$ cat config.mk
export PLATFORM = sky130hd
export DESIGN_NAME = gray_counter_n
export DESIGN_NICKNAME = d
export VERILOG_FILES = /design/src/rtl/gray_counter_n.sv
export SDC_FILE = /design/constraint.sdc
export NUM_CORES = 1
export LEC_CHECK = 0
export CELL_PAD_IN_SITES_DETAIL_PLACEMENT = 0
export CELL_PAD_IN_SITES_GLOBAL_PLACEMENT = 2
export CORE_MARGIN = 1
export CORE_UTILIZATION = 19
export DETAILED_ROUTE_END_ITERATION = 6
export PLACE_DENSITY_LB_ADDON = 0.3
export RECOVER_POWER = 100
export SYNTH_ARGS = -nofsm -noshare
export SYNTH_HDL_FRONTEND = slang
export SYNTH_SLANG_ARGS = --single-unit
$ cat constraint.sdc
create_clock -name Clk -period 1.8 [get_ports Clk]
set_input_delay 0.36 -clock Clk [delete_from_list [all_inputs] [get_ports Clk]]
set_output_delay 0.36 -clock Clk [all_outputs]
set_load 0.05 [all_outputs]
$ cat src/rtl/gray_counter_n.sv
`default_nettype none
// ============================================================================
// Module   : gray_counter_n
// Purpose  : WIDTH-bit up/down Gray counter with Gray-coded parallel load,
//            sticky overflow/underflow flags and a one-cycle wrap pulse.
//            Define GRAY_CNT_SAT_EN for saturating (non-wrapping) counting.
// Revision : 1.0  initial release
// ============================================================================
module gray_counter_n #(
    parameter int WIDTH = 3
) (
    input  logic             Clk,
    input  logic             Reset,
    input  logic             En,
    input  logic             Up,
    input  logic             Load,
    input  logic [WIDTH-1:0] LoadVal,
    input  logic             Clr,
    output logic [WIDTH-1:0] Output,
    output logic [WIDTH-1:0] Binary,
    output logic             Overflow,
    output logic             Underflow,
    output logic             Wrap
);

    localparam logic [WIDTH-1:0] C_MAX = '1;
    localparam logic [WIDTH-1:0] C_ONE = WIDTH'(1);

    logic [WIDTH-1:0] cnt_q, cnt_d;
    logic             ovf_q, ovf_d;
    logic             unf_q, unf_d;
    logic             wrap_q, wrap_d;
    logic [WIDTH-1:0] load_bin;

    // Each binary bit is the parity of the Gray bits at and above it.
    genvar gi;
    generate
        for (gi = 0; gi < WIDTH; gi++) begin : g_gray2bin
            assign load_bin[gi] = ^(LoadVal >> gi);
        end
    endgenerate

    always_comb begin
        cnt_d  = cnt_q;
        ovf_d  = ovf_q;
        unf_d  = unf_q;
        wrap_d = 1'b0;

        // Clear first so a flag set on the same edge wins.
        if (Clr) begin
            ovf_d = 1'b0;
            unf_d = 1'b0;
        end

        if (Load) begin
            cnt_d = load_bin;
        end else if (En) begin
            if (Up) begin
                if (cnt_q == C_MAX) begin
                    ovf_d  = 1'b1;
                    wrap_d = 1'b1;
`ifdef GRAY_CNT_SAT_EN
                    cnt_d  = cnt_q;
`else
                    cnt_d  = cnt_q + C_ONE;
`endif
                end else begin
                    cnt_d = cnt_q + C_ONE;
                end
            end else begin
                if (cnt_q == '0) begin
                    unf_d  = 1'b1;
                    wrap_d = 1'b1;
`ifdef GRAY_CNT_SAT_EN
                    cnt_d  = cnt_q;
`else
                    cnt_d  = cnt_q - C_ONE;
`endif
                end else begin
                    cnt_d = cnt_q - C_ONE;
                end
            end
        end
    end

    always_ff @(posedge Clk) begin
        if (Reset) begin
            cnt_q  <= '0;
            ovf_q  <= 1'b0;
            unf_q  <= 1'b0;
            wrap_q <= 1'b0;
        end else begin
            cnt_q  <= cnt_d;
            ovf_q  <= ovf_d;
            unf_q  <= unf_d;
            wrap_q <= wrap_d;
        end
    end

    assign Output    = cnt_q ^ (cnt_q >> 1);
    assign Binary    = cnt_q;
    assign Overflow  = ovf_q;
    assign Underflow = unf_q;
    assign Wrap      = wrap_q;

endmodule
`default_nettype wire

==> flow_metrics.tcl <==
set metrics [dict create \
    wl_met3_um 43 \
    crit_required_ns 1.93 \
    tritoncts "built" \
    end_kind "flop" \
    place.gp.congestion 0.6993 \
    syn_inst 38 \
    hold_path.class "reg2reg" \
    initial_core_util 0.2151 \
    yosysUniqueCellTypes 17 \
    cts_resized 0 \
    path_clk_slew_ns 0.05 \
    area_growth_pct 59.85 \
    cts_root_buffer "clkbuf_4" \
    yosysTopAreaCellShare 0.3504 \
    firstDrtPassIters 1 \
    wl_um 748 \
    worst_setup_path_start_kind "input pin" \
    placed_cells 80 \
    clock_latency_ns 0.24 \
    wl_met1_um 387 \
    power_density_nw_per_um2 826.9 \
    fmax_mhz 574.8 \
    dr_total_vias 328 \
    diodes 0 \
    critical_path_class "in2reg" \
    dieArea_um2 1978 \
    total_leakage_power_uw 0.0002288 \
    clock_path_buffers 2 \
    layout.cells.most_common "clkdlybuf4s50_1" \
    hold_viol 0 \
    die_h_um 44.48 \
    slew_headroom 0.6013 \
    worstMarginPinSlew_ns 0.6006 \
    synth.ff_latch_count 6 \
    layout_common_cells "clkdlybuf4s50_1, dfxtp_1, clkbuf_1" \
    final_cells 83 \
    antenna_found_initial 0 \
    post-dp-hpwl_um 610.5 \
    drc 0 \
    overflow 0 \
    outcome "finished, final reports clean" \
    yosysSeqAreaShare 0.3504 \
    synth_area_leaders "dfxtp_1, xor2_1, ha_1" \
    syn_avg_cell_area_um2 9.022 \
    synth_nets 50 \
    numCtsBuffers 3 \
    grt_first_pass_wirelength_um 1283 \
    cts_max_level 1 \
    finClkSkew_ns 0.002165 \
    num_rows 14 \
    cts.sinks 6 \
    cts_setup_buffers 0 \
    port_buffers 17 \
    setup_viol 0 \
    fill_cells 171 \
    antenna_left 0 \
    crit_fanout 2 \
    core-area_um2 1594 \
    peakVddDrop_mv 0.3262 \
    synth_area_um2 342.8 \
    grt_pass1_vias 311 \
    maxCapViolations 0 \
    ctsHoldBuffers 0 \
    critPathArrivalTime_ns 1.87 \
    min_period_ns 1.740 \
    grt_max_degree 8 \
    drive_above_1_share 0.1356 \
    vias_per_cell 3.952 \
    fin_crit_sh 0.9665 \
    die_x_um 44.48 \
    yosys.area.top_type "dfxtp_1" \
    met2_length_um 318 \
    drv_slew 0 \
    dr.first_iter.drc_count 0 \
    grt.total_usage 0.09304 \
    highest_layer "met3" \
    nNetsFinal 73 \
    routedWlPerCell_um 9.012 \
    rsz0062_at_grt "false" \
    timing.hold.ws_ns 0.4732 \
    io_pins 18 \
    synth_warnings 0 \
]
==> flip-flops by register name, indices dropped and copies added (netlist names) <==
name,cells
Overflow,1
Binary,3
Wrap,1
Underflow,1
==> metrics by stage <==
step / area, um2 / power [uW] / utilization / worst slack [ns] / TNS (ns)
6_report: 548.0 / 453.2 / 0.3438 / 0.06022 / 0
3_3_place_gp: 585.6 / 368.8 / 0.3673 / -0.1821 / -0.2031
4_1_cts: 608.1 / 495.3 / 0.3815 / 0.06386 / 0
3_5_place_dp: 585.6 / 368.6 / 0.3673 / -0.1860 / -0.1981
2_1_floorplan: 350.3 / 268.8 / - / 0.05126 / 0
5_1_grt: 548.0 / 479.7 / 0.3438 / 0.006677 / 0
==> cell type report <==
cell class | instances | area [um2] | share of cell area
Tap cell | 24 | 30.03 | 0.05479
Clock buffer | 3 | 22.52 | 0.04110
Multi-Input combinational cell | 26 | 196.4 | 0.3584
Timing Repair Buffer | 19 | 160.2 | 0.2922
Sequential cell | 6 | 120.1 | 0.2192
Inverter | 5 | 18.77 | 0.03425
==> power by group <==
part           switching, uW  total (uW)  internal, uW
registers               11.0         152           141
logic                    108         177          69.1
clock network           48.0         123          75.4
total                    167         453           286
==> synthesized netlist by cell type <==
cell,number
xnor2_1,1
xor2_1,4
ha_1,2
nor2_1,2
nand4_1,1
nand3_1,1
a21oi_1,4
dfxtp_1,6
nand2b_1,2
a211oi_1,3
o21a_1,1
buf_4,1
nor3_1,1
fa_1,1
inv_1,5
nor2b_1,2
o31a_1,1
==> cells by family after synthesis <==
kind of cell / synth area share
AO/OA/AOI/OAI: 0.1715
AND/OR/NAND/NOR: 0.1423
buffers and inverters: 0.07666
flip-flops: 0.3504
XOR/XNOR: 0.1277
adder cells (fa/ha/maj): 0.1314
==> critical path, cell delays in order <==
cell,delay (ns)
clkdlybuf4s50_1,0.47
inv_1,0.06
fa_1,0.43
xor2_1,0.16
o21a_1,0.17
o31a_1,0.22
==> layer usage <==
metal	up-vias	GRT usage
met5	-	0
met4	0	0.05455
met3	0	0.04898
met2	11	0.1176
met1	145	0.1225
li1	172	-
==> worst paths after layout <==
path              startpoint   endpoint  slack (ns)  depth (start not counted)
setup / recovery          Up  Binary[2]        0.06                          6
hold / removal      Overflow   Overflow        0.47                          2
setup reg to reg   Binary[0]  Binary[2]        0.35                          4
hold reg to reg     Overflow   Overflow        0.47                          2
Power figures use the tool's default switching activity.
